File: config.mk
export PLATFORM = sky130hd
export DESIGN_NAME = distance_smoother_flat
export DESIGN_NICKNAME = d
export VERILOG_FILES = /design/src/rtl/distance_smoother_if.sv /design/src/rtl/distance_smoother.sv /design/src/flat_wrapper.sv
export SDC_FILE = /design/constraint.sdc
export NUM_CORES = 1
export LEC_CHECK = 0
export BUFFER_PORTS_ARGS = -buffer_cell sky130_fd_sc_hd__buf_2
export CAP_MARGIN = 15
export CORE_ASPECT_RATIO = 0.9
export CORE_MARGIN = 1.5
export CORE_UTILIZATION = 52
export CTS_BUF_LIST = sky130_fd_sc_hd__clkbuf_8
export CTS_CLUSTER_SIZE = 14
export DETAILED_ROUTE_END_ITERATION = 8
export PLACE_DENSITY_LB_ADDON = 0.1
export SETUP_SLACK_MARGIN = 0.4
export SLEW_MARGIN = 40
export SYNTH_ARGS = -nofsm -noshare
export SYNTH_HDL_FRONTEND = slang
export SYNTH_SLANG_ARGS = --single-unit
export TNS_END_PERCENT = 100
File: constraint.sdc
create_clock -name clk -period 15.3 [get_ports clk]
set_input_delay 3.06 -clock clk [delete_from_list [all_inputs] [get_ports clk]]
set_output_delay 3.06 -clock clk [all_outputs]
set_load 0.02 [all_outputs]
File: src/rtl/distance_smoother_if.sv
// Sample-in / smoothed-position-out bundle for distance_smoother.
interface distance_smoother_if;
   logic        sample_valid;
   logic [31:0] distance_cm;
   logic [9:0]  position;
   logic        pos_valid;
   logic [8:0]  avg_cm;
   logic        busy;
   logic        target_lost;
   logic [7:0]  reject_count;

   modport master (
      output sample_valid, distance_cm,
      input  position, pos_valid, avg_cm, busy, target_lost, reject_count
   );

   modport slave (
      input  sample_valid, distance_cm,
      output position, pos_valid, avg_cm, busy, target_lost, reject_count
   );
endinterface

File: src/rtl/distance_smoother.sv
// Range-checks and clamps distance samples, averages them over a power-of-two
// window, scales the average to a screen X position with a restoring divider,
// and flags loss of target when no sample is accepted for a while.
module distance_smoother #(
   parameter int unsigned WIN_LOG2       = 2,
   parameter int unsigned MIN_CM         = 5,
   parameter int unsigned MAX_CM         = 60,
   parameter int unsigned REJECT_CM      = 400,
   parameter int unsigned POS_MAX        = 639,
   parameter int unsigned TIMEOUT_CYCLES = 10_000_000
) (
   input logic               clk,
   input logic               rst,
   distance_smoother_if.slave bus
);

   localparam int unsigned CM_W    = 9;
   localparam int unsigned POS_W   = 10;
   localparam int unsigned SUM_W   = CM_W + WIN_LOG2;
   localparam int unsigned DEPTH   = 1 << WIN_LOG2;
   localparam int unsigned SPAN    = MAX_CM - MIN_CM;
   localparam int unsigned NUM_W   = $clog2(SPAN * POS_MAX + 1);
   localparam int unsigned DIV_W   = $clog2(SPAN + 1);
   localparam int unsigned TRIAL_W = DIV_W + 1;
   localparam int unsigned STEP_W  = $clog2(NUM_W);
   localparam int unsigned TMO_W   = $clog2(TIMEOUT_CYCLES + 1);

   localparam logic [1:0] S_IDLE   = 2'd0;
   localparam logic [1:0] S_ACCUM  = 2'd1;
   localparam logic [1:0] S_DIVIDE = 2'd2;
   localparam logic [1:0] S_OUTPUT = 2'd3;

   logic [1:0]         state, state_nxt;
   logic [CM_W-1:0]    sample_q;
   logic               prime_q;
   logic [CM_W-1:0]    ring [DEPTH];
   logic [SUM_W-1:0]   sum_q;
   logic [WIN_LOG2-1:0] wr_ptr;
   logic [CM_W-1:0]    avg_q;
   logic [NUM_W-1:0]   quo_q;
   logic [DIV_W-1:0]   rem_q;
   logic [STEP_W-1:0]  step_q;
   logic [TMO_W-1:0]   tmo_q;

   logic               in_range_c, accept_c, reject_c, last_step_c, ge_c;
   logic [CM_W-1:0]    clamp_c, avg_nxt_c;
   logic [SUM_W-1:0]   sum_nxt_c;
   logic [NUM_W-1:0]   num_c, quo_nxt_c;
   logic [TRIAL_W-1:0] trial_c;
   logic [DIV_W-1:0]   rem_nxt_c;

   // Sample classification, clamping, window update and one divider step
   always_comb begin
      in_range_c = (bus.distance_cm != 32'd0) && (bus.distance_cm <= 32'(REJECT_CM));
      accept_c   = (state == S_IDLE) && bus.sample_valid && in_range_c;
      reject_c   = (state == S_IDLE) && bus.sample_valid && !in_range_c;

      if (bus.distance_cm < 32'(MIN_CM))
         clamp_c = CM_W'(MIN_CM);
      else if (bus.distance_cm > 32'(MAX_CM))
         clamp_c = CM_W'(MAX_CM);
      else
         clamp_c = CM_W'(bus.distance_cm);

      if (prime_q)
         sum_nxt_c = SUM_W'(sample_q) << WIN_LOG2;
      else
         sum_nxt_c = sum_q - SUM_W'(ring[wr_ptr]) + SUM_W'(sample_q);
      avg_nxt_c = CM_W'(sum_nxt_c >> WIN_LOG2);
      num_c     = NUM_W'(avg_nxt_c - CM_W'(MIN_CM)) * NUM_W'(POS_MAX);

      trial_c     = {rem_q, quo_q[NUM_W-1]};
      ge_c        = (trial_c >= TRIAL_W'(SPAN));
      rem_nxt_c   = ge_c ? DIV_W'(trial_c - TRIAL_W'(SPAN)) : DIV_W'(trial_c);
      quo_nxt_c   = {quo_q[NUM_W-2:0], ge_c};
      last_step_c = (step_q == STEP_W'(NUM_W - 1));
   end

   // State register
   always_ff @(posedge clk or posedge rst) begin
      if (rst) state <= S_IDLE;
      else     state <= state_nxt;
   end

   // Next-state logic
   always_comb begin
      state_nxt = state;
      case (state)
         S_IDLE:   if (accept_c) state_nxt = S_ACCUM;
         S_ACCUM:  state_nxt = S_DIVIDE;
         S_DIVIDE: if (last_step_c) state_nxt = S_OUTPUT;
         default:  state_nxt = S_IDLE;
      endcase
   end

   // Window, divider and output registers
   always_ff @(posedge clk or posedge rst) begin
      if (rst) begin
         sample_q         <= '0;
         prime_q          <= 1'b0;
         for (int i = 0; i < int'(DEPTH); i++) ring[i] <= '0;
         sum_q            <= '0;
         wr_ptr           <= '0;
         avg_q            <= '0;
         quo_q            <= '0;
         rem_q            <= '0;
         step_q           <= '0;
         bus.position     <= '0;
         bus.avg_cm       <= '0;
         bus.pos_valid    <= 1'b0;
         bus.busy         <= 1'b0;
         bus.reject_count <= '0;
      end else begin
         bus.pos_valid <= 1'b0;
         if (reject_c && bus.reject_count != 8'hFF)
            bus.reject_count <= bus.reject_count + 8'd1;
         case (state)
            S_IDLE: begin
               if (accept_c) begin
                  sample_q <= clamp_c;
                  prime_q  <= bus.target_lost;
                  bus.busy <= 1'b1;
               end
            end
            S_ACCUM: begin
               if (prime_q) begin
                  for (int i = 0; i < int'(DEPTH); i++) ring[i] <= sample_q;
               end else begin
                  ring[wr_ptr] <= sample_q;
                  wr_ptr       <= wr_ptr + WIN_LOG2'(1);
               end
               sum_q  <= sum_nxt_c;
               avg_q  <= avg_nxt_c;
               quo_q  <= num_c;
               rem_q  <= '0;
               step_q <= '0;
            end
            S_DIVIDE: begin
               quo_q  <= quo_nxt_c;
               rem_q  <= rem_nxt_c;
               step_q <= step_q + STEP_W'(1);
               if (last_step_c) begin
                  bus.position  <= POS_W'(quo_nxt_c);
                  bus.avg_cm    <= avg_q;
                  bus.pos_valid <= 1'b1;
               end
            end
            default: bus.busy <= 1'b0;
         endcase
      end
   end

   // Loss-of-target timer: cleared by accepted samples, saturates on expiry
   always_ff @(posedge clk or posedge rst) begin
      if (rst) begin
         tmo_q           <= '0;
         bus.target_lost <= 1'b1;
      end else if (accept_c) begin
         tmo_q           <= '0;
         bus.target_lost <= 1'b0;
      end else if (state == S_ACCUM) begin
         tmo_q <= '0;
      end else if (!bus.target_lost) begin
         if (tmo_q == TMO_W'(TIMEOUT_CYCLES - 1)) begin
            tmo_q           <= TMO_W'(TIMEOUT_CYCLES);
            bus.target_lost <= 1'b1;
         end else begin
            tmo_q <= tmo_q + TMO_W'(1);
         end
      end
   end

endmodule

File: src/flat_wrapper.sv
// flat-port wrapper written by rule: the top's interface ports become plain ports
module distance_smoother_flat 
#(
   parameter int unsigned WIN_LOG2       = 2,
   parameter int unsigned MIN_CM         = 5,
   parameter int unsigned MAX_CM         = 60,
   parameter int unsigned REJECT_CM      = 400,
   parameter int unsigned POS_MAX        = 639,
   parameter int unsigned TIMEOUT_CYCLES = 10_000_000
)
  (clk, rst, bus_sample_valid, bus_distance_cm, bus_position, bus_pos_valid, bus_avg_cm, bus_busy, bus_target_lost, bus_reject_count);
  distance_smoother_if bus_i ();
  input logic clk;
  input logic rst;
  input wire logic [$bits(bus_i.sample_valid)-1:0] bus_sample_valid;
  input wire logic [$bits(bus_i.distance_cm)-1:0] bus_distance_cm;
  output wire logic [$bits(bus_i.position)-1:0] bus_position;
  output wire logic [$bits(bus_i.pos_valid)-1:0] bus_pos_valid;
  output wire logic [$bits(bus_i.avg_cm)-1:0] bus_avg_cm;
  output wire logic [$bits(bus_i.busy)-1:0] bus_busy;
  output wire logic [$bits(bus_i.target_lost)-1:0] bus_target_lost;
  output wire logic [$bits(bus_i.reject_count)-1:0] bus_reject_count;
  assign bus_i.sample_valid = bus_sample_valid;
  assign bus_i.distance_cm = bus_distance_cm;
  assign bus_position = bus_i.position;
  assign bus_pos_valid = bus_i.pos_valid;
  assign bus_avg_cm = bus_i.avg_cm;
  assign bus_busy = bus_i.busy;
  assign bus_target_lost = bus_i.target_lost;
  assign bus_reject_count = bus_i.reject_count;
  distance_smoother #(.WIN_LOG2(WIN_LOG2), .MIN_CM(MIN_CM), .MAX_CM(MAX_CM), .REJECT_CM(REJECT_CM), .POS_MAX(POS_MAX), .TIMEOUT_CYCLES(TIMEOUT_CYCLES)) u_core (.clk(clk), .rst(rst), .bus(bus_i));
endmodule
# [Yosys cells after proc, flatten, opt, wreduce, memory -nomap -nowiden]
# Index checks and enable logic that the tools add are counted.
[totals] output_inout_bits=30 regBits=150 elab_cells=92
[classes] reduce_logical=16 add_sub_neg=8 eq_ne=9 muxes=29 n_lt_le_gt_ge=6 n_bitwise=3 mul=1
[op_table] operator="24-bit 2-to-1 mux" count=4
[op_table] operator="9-bit 2-to-1 mux" count=5
[op_table] operator="36-bit bitwise mux" count=1
[op_table] operator="36-bit 2-to-1 mux" count=1
[op_table] operator="32-bit by 6-bit > comparator with 1-bit output, second input constant" count=1
[op_table] operator="32-bit by 9-bit <= comparator with 1-bit output, second input constant" count=1
[op_table] operator="32-bit by 3-bit < comparator with 1-bit output, second input constant" count=1
[op_table] operator="16-bit case mux with 2 select lines" count=1
[op_table] operator="32-bit nonzero test" count=1
[op_table] operator="24-bit by 1-bit adder with 24-bit output, second input constant" count=1
[op_table] operator="24-bit equality test, second input constant" count=1
[op_table] operator="9-bit binary-select mux with 2-bit select" count=1
[op_table] operator="9-bit demux with 2-bit select" count=1
[op_table] operator="16-bit by 10-bit multiplier with 16-bit output, second input constant" count=1
[op_table] operator="6-bit case mux with 2 select lines" count=1
[op_table] operator="11-bit by 9-bit adder with 11-bit output" count=1
[op_table] operator="11-bit 2-to-1 mux" count=1
[op_table] operator="11-bit by 9-bit subtractor with 11-bit output" count=1
[op_table] operator="2-bit AND reduction" count=5
[op_table] operator="9-bit by 3-bit subtractor with 10-bit output, second input constant" count=1
[op_table] operator="8-bit by 1-bit adder with 8-bit output, second input constant" count=1
[op_table] operator="8-bit != test, second input constant" count=1
[op_table] operator="4-bit case mux with 2 select lines" count=1
[op_table] operator="7-bit by 6-bit >= comparator with 1-bit output, second input constant" count=1
[op_table] operator="other kinds (22)" count=37

# [Logic depth before layout (Yosys ltp)]
# Gate-level depths: netlist of the first run.
[logic_depth] word_depth=10 ltp_mapped=35 ltp_nobuf=34

# [Worst setup path before layout of the first run]
# Ideal clock, no wire load.
[synth_timing] kind="reg-to-reg" start="register u_core.wr_ptr[1]" end="register u_core.quo_q[15]" period_less_slack_ps=8735 path_stages_with_launch=31 path_slack_ps=6565 t_arrival_ps=8597 n_path_buf=1 cell_sequence="dfrtp_1 > clkbuf_1 > mux4_2 > fa_1 > inv_1 > ha_1 > a21o_1 > a221oi_1 > xnor2_1 > mux2_2 > or3_1 > xor2_1 > inv_1 > fa_1 > fa_1 > inv_1 > fa_1 > inv_1 > fa_1 > inv_1 > fa_1 > inv_1 > ha_1 > a21o_1 > a21oi_1 > o21bai_1 > a221o_1 > a21oi_1 > xnor2_1 > xor2_1 > o221ai_1"
[synth_via] elab_chain_len=10
[synth_lines] element="from (decl)" line="distance_smoother.sv:38" rtl="logic [WIN_LOG2-1:0] wr_ptr;"
[synth_lines] element="from (signal assigned)" line="distance_smoother.sv:130" rtl="wr_ptr <= wr_ptr + WIN_LOG2'(1);"
[synth_lines] element="2-bit NOT with 3-bit output (not written as such)" line="distance_smoother.sv:68" rtl="sum_nxt_c = sum_q - SUM_W'(ring[wr_ptr]) + SUM_W'(sample_q);"
[synth_lines] element="9-bit binary-select mux with 2-bit select" line="distance_smoother.sv:68"
[synth_lines] element="9-bit 2-to-1 mux (not written as such) (2 in series)" line="distance_smoother.sv:68"
[synth_lines] element="11-bit by 9-bit subtractor with 11-bit output" line="distance_smoother.sv:68"
[synth_lines] element="11-bit by 9-bit adder with 11-bit output" line="distance_smoother.sv:68"
[synth_lines] element="11-bit 2-to-1 mux" line="distance_smoother.sv:65" rtl="if (prime_q)"
[synth_lines] element="9-bit by 3-bit subtractor with 10-bit output" line="distance_smoother.sv:70" rtl="num_c = NUM_W'(avg_nxt_c - CM_W'(MIN_CM)) * NUM_W'(POS_MAX);"
[synth_lines] element="16-bit by 10-bit multiplier with 16-bit output" line="distance_smoother.sv:70"
[synth_lines] element="16-bit case mux with 2 select lines" line="distance_smoother.sv:117" rtl="case (state)"
[synth_lines] element="to (signal assigned)" line="distance_smoother.sv:134" rtl="quo_q <= num_c;"
[synth_lines] element="to (signal assigned)" line="distance_smoother.sv:139" rtl="quo_q <= quo_nxt_c;"
[synth_lines] element="to (decl)" line="distance_smoother.sv:40" rtl="logic [NUM_W-1:0] quo_q;"
# Every way passes these cells. The select of a mux whose other input is x is not followed.
# A chain may end at the register's enable or synchronous reset.

# [Worst setup path after layout of the first run]
# Same ends and word-level chain as after synthesis.

==> impl_metrics.tcl, run 1 <==
set metrics [dict create \
    critical_path.reg2reg.endpoint "u_core.quo_q[15]" \
    grt_first_pass_wirelength_um 35110 \
    timing.critical_path.from "u_core.wr_ptr[1]" \
    n_fill_cell 1615 \
    achievable-frequency_mhz 106.3 \
    min_path_type "register to register" \
    timing.hold.worst_path_depth 2 \
    grt_use_met3 0.04483 \
    rsz_0062_raised_after_global_routing "no" \
    worst-slew-pin-transition_ns 0.7940 \
    clk-insertion-delay-late_ns 0.46 \
    final-hold-violation-count 0 \
    die_area_um2 18930 \
    status "finished, final reports clean" \
    grt_start_max_net_pins 73 \
    clock_tree.buffer_depth 2 \
    cts_setup_buffers 0 \
    pwr-share-seq 0.519 \
    start_util 0.5329 \
    clock_power_share 0.423 \
    synthesis.area_um2 9417 \
    drt-initial-drc-count 544 \
    post-synth-top-area-cell "sky130_fd_sc_hd__dfrtp_1" \
    worstHoldStart "u_core.bus.position[8]" \
    period_share 0.6147 \
    vias_post_dr 7177 \
    grtUsageTotal 0.2414 \
    slowest_delay_ns 0.83 \
    avgViaCountPerCell 5.396 \
    place_area_um2 9995 \
    hpwl_reported_at_the_end_of_detailed_placement_um 15250 \
    yosys_register_bits 141 \
    cp_data_required_time_ns 15.62 \
    power_density_nw_per_um2 71.88 \
    synthArstFlopShare 1.000 \
    core.rowCount 46 \
    synthesis.nets 1159 \
    grt_overflow 0 \
    tritoncts "yes" \
    worst_clock_skew_ns 0.01322 \
    avgSynthCellArea_um2 9.241 \
    num_io_pins 65 \
    route.final.wire_length_um 20920 \
    crit_path_frequent_cell "sky130_fd_sc_hd__fa_1" \
    synth.yosys.seq_area_share 0.3748 \
    syn2layout_area_growth_pct 10.50 \
    final_cell_area_um2 10410 \
    fin_nets 1217 \
    drt_drc_violations_left 0 \
    regToRegSetupSlack_ns 5.89 \
    crit_arrival_ns 9.73 \
    relative_slew_slack 0.4658 \
    core-area_um2 17670 \
    wl_per_cell_um 15.73 \
    cts_root_buf "sky130_fd_sc_hd__clkbuf_8" \
    period_minus_slack_ns 9.406 \
    htree_levels 4 \
    netlist_top_cells_area "sky130_fd_sc_hd__dfrtp_1, sky130_fd_sc_hd__fa_1, sky130_fd_sc_hd__ha_1" \
    cts_num_sinks 141 \
    worst_path_max_delay_cell "sky130_fd_sc_hd__dfrtp_1" \
    report.final.setup_viol 0 \
    ys_warn_count 0 \
    antenna_found_initial 0 \
    irDropWorstVdd_mv 0.07076 \
    post_cts_resize_count 0 \
    grt_most_used_layer "met2" \
    reg2reg_from "u_core.wr_ptr[1]" \
    power.switching_fraction 0.2451 \
    worstHoldEndpoint "u_core.bus.position[8]" \
    drtAntennaViolNets 0 \
    grt.met2_usage 0.3773 \
    power.combinational.fraction 0.058 \
    chipHeight_um 130.7 \
    holdBufCountCts 0 \
    grt.met1_usage 0.3460 \
    synth_enable_flop_cells 0 \
    dominantRegCellSynth "sky130_fd_sc_hd__dfrtp_1" \
    layout-drive-gt1-share 0.1257 \
    netlist_instances 1019 \
    clkSlewWorstSetupHoldPaths_ns 0.09 \
    internal_power_uw 564.5 \
    start_kind "register" \
    drt_pre_antenna_iters 5 \
    max_transition_viols_final 0 \
    p_switching_uw 183.3 \
    p_leak_nw 4.943 \
    buffer_ports.inserted 64 \
    maxcap_viol_count 0 \
    cts_buffers 17 \
    timing.setup.tns_ns 0 \
    end_kind "register" \
    first_global_vias 6946 \
    area_share_of_the_largest_cell_type_after_synthesis 0.3720 \
    critical_path.max_fanout 12 \
    timing.reg2reg.worst_path_depth 29 \
    yosys.cell_types.count 68 \
    count_of_inserted_antenna_diode_cells 0 \
    place_congestion 0.8624 \
    timing.setup.critical_path_class "register to register" \
    die_width_um 144.8 \
]
[flip-flops by register name, summed over array words and instances (netlist names)]
signal,count
u_core.wr_ptr,2
u_core.sum_q,2
u_core.state,2
u_core.bus.avg_cm,9
u_core.prime_q,1
u_core.bus.pos_valid,1
u_core.bus.reject_count,8
u_core.bus.busy,1
u_core.bus.target_lost,1
u_core.ring,36
u_core.quo_q,16
u_core.avg_q,9
u_core.step_q,4
u_core.bus.position,10
u_core.sample_q,9
u_core.tmo_q,24
u_core.rem_q,6
[final cells by class]
class | count | area, µm² | share of cell area
well taps | 240 | 300.3 | 0.02886
inverters | 131 | 496.7 | 0.04774
clock inverters | 13 | 148.9 | 0.01431
clock buffers | 19 | 261.5 | 0.02513
multi-input cells | 712 | 5269 | 0.5064
repair buffers | 74 | 399.1 | 0.03836
flip-flops and latches | 141 | 3530 | 0.3392
[cell usage after synthesis (10+ instances only)]
cell and number:
sky130_fd_sc_hd__nand3_1 22, sky130_fd_sc_hd__fa_1 46, sky130_fd_sc_hd__xnor2_1 32, sky130_fd_sc_hd__clkbuf_1 30, sky130_fd_sc_hd__ha_1 59, sky130_fd_sc_hd__nor2_1 72
sky130_fd_sc_hd__xor2_1 15, sky130_fd_sc_hd__a21o_1 11, sky130_fd_sc_hd__nand2_1 123, sky130_fd_sc_hd__dfrtp_1 140, sky130_fd_sc_hd__a31oi_1 13, sky130_fd_sc_hd__nor2b_1 10
sky130_fd_sc_hd__a21oi_1 62, sky130_fd_sc_hd__o21ai_0 91, sky130_fd_sc_hd__inv_1 130
[per-stage QoR]
step	total power [mW]	hold WS (ns)	instances	setup slack (ns)	utilization
floorplan	0.4221	0.4446	1019	6.565	-
global placement	0.4396	0.4548	1298	6.138	0.5651
detailed placement	0.4403	0.4577	1298	5.949	0.5656
CTS	0.7572	0.4790	1330	5.885	0.5889
global route	0.7778	0.5023	1330	5.141	0.5889
finish	0.7479	0.4774	1330	5.894	0.5889
[how the worst max path moves through the flow]
stage,cells past startpoint,to,slack (ns)
after floorplan,30,u_core.quo_q[15],6.57
after global placement,29,u_core.quo_q[15],6.14
after detailed placement,29,u_core.quo_q[15],5.95
after CTS,29,u_core.quo_q[15],5.89
after global routing,32,u_core.quo_q[15],5.14
final,29,u_core.quo_q[15],5.89
[cell usage in the layout, fill, tap and decap left out, drive strengths merged, types with 6 or more instances in the layout]
master and count:
o21a 7, xnor2 32, a21oi 62, nand2 123, a21o 11, buf 74
xor2 15, inv 134, and3 9, dfrtp 140, nand3 22, o22ai 6
nor2b 10, or3 8, a31oi 13, ha 59, nor2 72, a211oi 6
mux2i 6, nor4 10, nand2b 7, clkbuf 19, nand4 6, mux2 6
nor3 7, fa 46, o21ai 96, mux4 9
[layer usage]
layer / wire [µm] / share of wire
met1: 10080 / 0.48
met2: 9721 / 0.46
met3: 865 / 0.041
met4: 250 / 0.012
met5: 0 / 0
[power by group through the flow]
stage / Clock, mW / Sequential (mW) / Combinational [mW]
detailed placement: 0 / 0.396 / 0.0444
CTS: 0.324 / 0.389 / 0.0446
finish: 0.316 / 0.388 / 0.0434
global placement: 0 / 0.396 / 0.0440
global route: 0.340 / 0.390 / 0.0480
floorplan: 0 / 0.403 / 0.0187
[cells by family (layout without fill, tap and decap cells)]
| family | after synthesis | in the layout | share of synthesized area |
|---|---|---|---|
| buffers and inverters | 166 | 237 | 0.06617 |
| xor gates and xnor gates | 47 | 47 | 0.04372 |
| muxes | 21 | 21 | 0.03508 |
| adders and majority gates | 105 | 105 | 0.1762 |
| AOI/OAI and AO/OA | 238 | 238 | 0.1521 |
| DFF | 141 | 141 | 0.3748 |
| and+or+nand+nor | 301 | 301 | 0.1519 |
[worst max-delay path, delay by kind of cell (launching register included)]
| family | cells | cell delay [ns] |
|---|---|---|
| adders and majority gates | 8 | 3.66 |
| DFF | 1 | 0.83 |
| xor gates and xnor gates | 2 | 0.33 |
| and+or+nand+nor | 4 | 1.33 |
| muxes | 1 | 0.60 |
| AOI/OAI and AO/OA | 9 | 2.09 |
| buffers and inverters | 5 | 0.40 |
No activity file was read; power rests on OpenSTA's default activity.
==> run 2, diff against run 1 <==
clock period = 8.85 ns   (was 15.3 ns; I/O delays follow)
==> run 2 against run 1 <==
The flow now finishes with violations (DRC). Critical path depth is 1 higher. Global-route usage down 0.50 points. Final cell count up 2.0%. Register-to-register slack worse by 5.3 ns. Total power grew 72%. Core utilization up 2.5 points. Wire length decreased by 0.85%. Critical endpoint unchanged. Largest cell class unchanged.
==> impl_metrics.tcl, run 2 (synthesis results as in run 1) <==
set metrics [dict create \
    largest_register_ff_count 36 \
    timing.hold.worst_path_depth 2 \
    cts_root_buf "sky130_fd_sc_hd__clkbuf_8" \
    vias_post_dr 7269 \
    count_of_inserted_antenna_diode_cells 0 \
    critical_path.max_fanout 7 \
    drt_pre_antenna_iters 6 \
    place_worst_setup_slack_ns 0.04659 \
    worst-slew-pin-transition_ns 0.7287 \
    p_leak_nw 5.127 \
    final_common_cell "sky130_fd_sc_hd__dfrtp_1" \
    drt_drc_violations_left 2 \
    grt_overflow 0 \
    fin_nets 1245 \
    grtUsageTotal 0.2364 \
    critical_path.reg2reg.endpoint "u_core.quo_q[15]" \
    layout.cells.most_common_list "sky130_fd_sc_hd__dfrtp_1, sky130_fd_sc_hd__inv_1, sky130_fd_sc_hd__nand2_1" \
    worst_clock_skew_ns 0.01630 \
    final_cells 1357 \
    die_area_um2 18930 \
    max_transition_viols_final 0 \
    drt-initial-drc-count 289 \
    wl_per_cell_um 15.29 \
    registers_with_the_highest_flip_flop_counts "u_core.ring (36), u_core.tmo_q (24), u_core.quo_q (16)" \
    avgViaCountPerCell 5.357 \
    die_width_um 144.8 \
    hpwl_reported_at_the_end_of_detailed_placement_um 14980 \
    place_congestion 0.8567 \
    achievable-frequency_mhz 121.8 \
    rsz_0062_raised_after_global_routing "no" \
    clock_tree.buffer_depth 2 \
    start_kind "register" \
    cts_num_sinks 141 \
    layout-drive-gt1-share 0.1817 \
    period_minus_slack_ns 8.213 \
    num_io_pins 65 \
    regToRegSetupSlack_ns 0.64 \
    failed_checks "DRC" \
    worst_path_max_delay_cell "sky130_fd_sc_hd__fa_1" \
    tritoncts "yes" \
    power_density_nw_per_um2 118.4 \
    end_kind "register" \
    core-area_um2 17670 \
    route.final.wire_length_um 20740 \
    timing.reg2reg.worst_path_depth 30 \
    clkSlewWorstSetupHoldPaths_ns 0.08 \
    first_global_vias 7039 \
    core.rowCount 46 \
    irDropWorstVdd_mv 0.1092 \
    final-hold-violation-count 0 \
    syn2layout_area_growth_pct 15.09 \
    maxcap_viol_count 0 \
    slowest_delay_ns 0.54 \
    registers.top_by_ff_count "u_core.ring" \
    antenna_found_initial 0 \
    worstHoldEndpoint "u_core.bus.position[4]" \
    htree_levels 4 \
    timing.setup.tns_ns 0 \
    cts_buffers 17 \
    grt_start_max_net_pins 79 \
    timing.setup.critical_path_class "register to register" \
    report.final.setup_viol 0 \
    worst_slack_ns 0.6365 \
    status "complete, but fails checks" \
    worstHoldStart "u_core.bus.position[4]" \
    drtAntennaViolNets 0 \
    period_share 0.9281 \
    relative_slew_slack 0.5141 \
    start_util 0.5329 \
    placed_cells 1311 \
    reg2reg_from "u_core.wr_ptr[1]" \
    clk-insertion-delay-late_ns 0.46 \
    buffer_ports.inserted 64 \
    grt_first_pass_wirelength_um 34760 \
    crit_arrival_ns 8.53 \
    min_path_type "register to register" \
    cp_data_required_time_ns 9.17 \
    chipHeight_um 130.7 \
]
==> run 2: changes by cell type in the layout (fill, tap and decap cells not counted), sizes merged <==
cell      change
clkinvlp      +1
clkbuf        -1
clkinv        -1
buf          +28
==> run 2: final cells by class <==
class                   count  area (µm²)
repair buffers            102       613.1
clock inverters            13       151.4
fillers                  1581        6832
multi-input cells         712        5497
clock buffers              18       247.7
well taps                 240       300.3
flip-flops and latches    141        3532
inverters                 131       496.7
==> run 2: stage by stage <==
step | power (mW) | hold WS (ns) | area (µm²) | utilization
floorplan | 0.7298 | 0.4446 | 9437 | -
global placement | 0.7599 | 0.4551 | 10100 | 0.5716
detailed placement | 0.7617 | 0.4576 | 10130 | 0.5733
CTS | 1.298 | 0.4771 | 10580 | 0.5985
global route | 1.335 | 0.5016 | 10840 | 0.6134
finish | 1.283 | 0.4720 | 10840 | 0.6134
==> run 2: repair_timing <==
action                                  4_1_cts  5_1_grt
hold buffers                                  0        0
endpoints found under the setup margin        5        5
pin swaps                                     3       25
resized for setup                             8       34
setup buffers                                 2       13
==> run 2: worst max path at each step <==
stage                                start          endpoint  slack, ns
after floorplan           u_core.wr_ptr[1]  u_core.quo_q[15]       0.47
after global placement    u_core.wr_ptr[1]  u_core.quo_q[15]       0.21
after detailed placement  u_core.wr_ptr[1]  u_core.quo_q[15]       0.05
after CTS                 u_core.wr_ptr[1]  u_core.quo_q[15]       0.41
after global routing      u_core.wr_ptr[1]  u_core.quo_q[15]       0.31
final                     u_core.wr_ptr[1]  u_core.quo_q[15]       0.64
==> run 2: worst max-delay path, delay by kind of cell (launching register included) <==
family	cells	cell delay (ns)
flip-flops	1	0.47
adder cells (fa/ha/maj)	8	3.38
AO/OA/AOI/OAI	5	1.06
XOR/XNOR	4	0.64
multiplexers	2	0.82
AND/OR/NAND/NOR	4	1.12
buffers and inverters	7	0.58
==> run 2: routing by layer <==
| layer | global-route usage | routed length, µm | vias to the layer above |
|---|---|---|---|
| met5 | 0 | 0 | - |
| met4 | 0.06952 | 187 | 0 |
| met3 | 0.03426 | 533 | 12 |
| met2 | 0.3745 | 9954 | 70 |
| met1 | 0.3396 | 10070 | 3569 |
| li1 | - | - | 3618 |
==> run 2: report_power, final <==
part           switching, mW  internal, mW  total [mW]
logic                 0.0464        0.0291      0.0755
registers             0.0144         0.657       0.671
clock network          0.255         0.282       0.537
==> run 3, diff against run 2 <==
RECOVER_POWER = 100   (was not set)
==> run 3 against run 2 <==
The flow finishes with violations (capacitance limit, slew limit). Sequential share of layout area up 0.39 points. Total power down 0.29%. Sequential power about the same. Critical path depth unchanged. First-iteration DRC count up 15%. Core utilization down 0.75 points. Critical path type unchanged. Critical endpoint unchanged. Highest routed layer unchanged.
==> impl_metrics.tcl, run 3 (synthesis results as in run 1) <==
set metrics [dict create \
    die_width_um 144.8 \
    route.final.wire_length_um 20810 \
    core.rowCount 46 \
    clk-insertion-delay-late_ns 0.46 \
    registers_with_the_highest_flip_flop_counts "u_core.ring (36), u_core.tmo_q (24), u_core.quo_q (16)" \
    grt_first_pass_wirelength_um 34760 \
    postLayoutCoreUtil 0.6059 \
    drt_pre_antenna_iters 6 \
    final_cell_area_um2 10710 \
    maxcap_viol_count 7 \
    clock_tree.buffer_depth 2 \
    rsz_0062_raised_after_global_routing "no" \
    start_util 0.5329 \
    start_kind "register" \
    grtUsageTotal 0.2364 \
    first_global_vias 7039 \
    worst_path_max_delay_cell "sky130_fd_sc_hd__fa_1" \
    core-area_um2 17670 \
    p_leak_nw 4.990 \
    place_worst_setup_slack_ns 0.04659 \
    cts_num_sinks 141 \
    die_area_um2 18930 \
    chipHeight_um 130.7 \
    critical_path.max_fanout 7 \
    cp_data_required_time_ns 9.12 \
    regToRegSetupSlack_ns 0.50 \
    crit_arrival_ns 8.62 \
    cts_root_buf "sky130_fd_sc_hd__clkbuf_8" \
    reg2reg_from "u_core.wr_ptr[1]" \
    relative_slew_slack -1.776 \
    slowest_delay_ns 0.54 \
    vias_post_dr 7295 \
    grt_start_max_net_pins 79 \
    layout-drive-gt1-share 0.1352 \
    max_transition_viols_final 270 \
    count_of_inserted_antenna_diode_cells 0 \
    hpwl_reported_at_the_end_of_detailed_placement_um 14980 \
    largest_register_ff_count 36 \
    timing.reg2reg.worst_path_depth 30 \
    timing.hold.worst_path_depth 2 \
    tritoncts "yes" \
    worst-slew-pin-transition_ns 4.164 \
    timing.setup.tns_ns 0 \
    avgViaCountPerCell 5.376 \
    htree_levels 4 \
    place_area_um2 10130 \
    timing.setup.critical_path_class "register to register" \
    layout.cells.most_common_list "sky130_fd_sc_hd__dfrtp_1, sky130_fd_sc_hd__inv_1, sky130_fd_sc_hd__nand2_1" \
    drt_drc_violations_left 0 \
    syn2layout_area_growth_pct 13.69 \
    status "complete, but fails checks" \
    report.final.setup_viol 0 \
    antenna_found_initial 0 \
    wl_per_cell_um 15.33 \
    buffer_ports.inserted 64 \
    cts_buffers 17 \
    failed_checks "capacitance limit, slew limit" \
    power_mw 1.279 \
    num_io_pins 65 \
    fin_nets 1245 \
    grt_overflow 0 \
    final_cells 1357 \
    cpLargestDelayFamily "adder cells" \
    irDropWorstVdd_mv 0.1055 \
    achievable-frequency_mhz 119.8 \
    drtAntennaViolNets 0 \
    critical_path.reg2reg.endpoint "u_core.quo_q[15]" \
    worst_clock_skew_ns 0.01642 \
    placed_cells 1311 \
    clkSlewWorstSetupHoldPaths_ns 0.08 \
    worstHoldEndpoint "u_core.bus.position[6]" \
    final_common_cell "sky130_fd_sc_hd__dfrtp_1" \
    worst_hold_slack_across_all_endpoints_ns 0.4761 \
    end_kind "register" \
    period_minus_slack_ns 8.349 \
    worst_slack_ns 0.5010 \
    drt-initial-drc-count 333 \
    registers.top_by_ff_count "u_core.ring" \
    min_path_type "register to register" \
    power_density_nw_per_um2 119.5 \
    worst-path-buf-inv 7 \
    worstHoldStart "u_core.bus.position[6]" \
    final-hold-violation-count 0 \
    place_congestion 0.8567 \
    period_share 0.9434 \
]
[run 3: how the worst max path moves through the flow]
stage,start,end,slack (ns),depth (start not counted)
after global routing,u_core.wr_ptr[1],u_core.quo_q[15],0.16,30
after floorplan,u_core.wr_ptr[1],u_core.quo_q[15],0.47,35
after CTS,u_core.wr_ptr[1],u_core.quo_q[15],0.41,31
final,u_core.wr_ptr[1],u_core.quo_q[15],0.50,30
after global placement,u_core.wr_ptr[1],u_core.quo_q[15],0.21,31
after detailed placement,u_core.wr_ptr[1],u_core.quo_q[15],0.05,31
[run 3: timing repair]
item | in CTS | in global routing
hold buffers | 0 | 0
resized for setup | 8 | 34
pin swaps | 3 | 25
endpoints found under the hold margin | 0 | 0
buffers inserted | 2 | 13
setup endpoints to repair | 5 | 5
[run 3: area by class of cell]
cell class	instances	area, µm²
repair buffers	102	546.8
flip-flops and latches	141	3531
clock buffers	18	247.7
well taps	240	300.3
inverters	131	493.0
fillers	1608	6964
multi-input cells	712	5435
clock inverters	13	151.4
[run 3: power breakdown]
| part | leakage, nW | internal [mW] | switching (mW) |
|---|---|---|---|
| Sequential | 1.72 | 0.657 | 0.0150 |
| Combinational | 3.06 | 0.0248 | 0.0458 |
| Clock | 0.205 | 0.282 | 0.256 |
| Total | 4.99 | 0.963 | 0.316 |
[run 3: worst min-delay path: stages, from the launching register on]
cell	delay, ns
sky130_fd_sc_hd__dfrtp_1	0.35
sky130_fd_sc_hd__nand2_1	0.05
sky130_fd_sc_hd__nand2_1	0.05
[run 3: layer usage]
layer  wire length [µm]  GRT usage
met1              10160     0.3396
met2               9936     0.3745
met3                510    0.03426
met4                199    0.06952
met5                  0          0
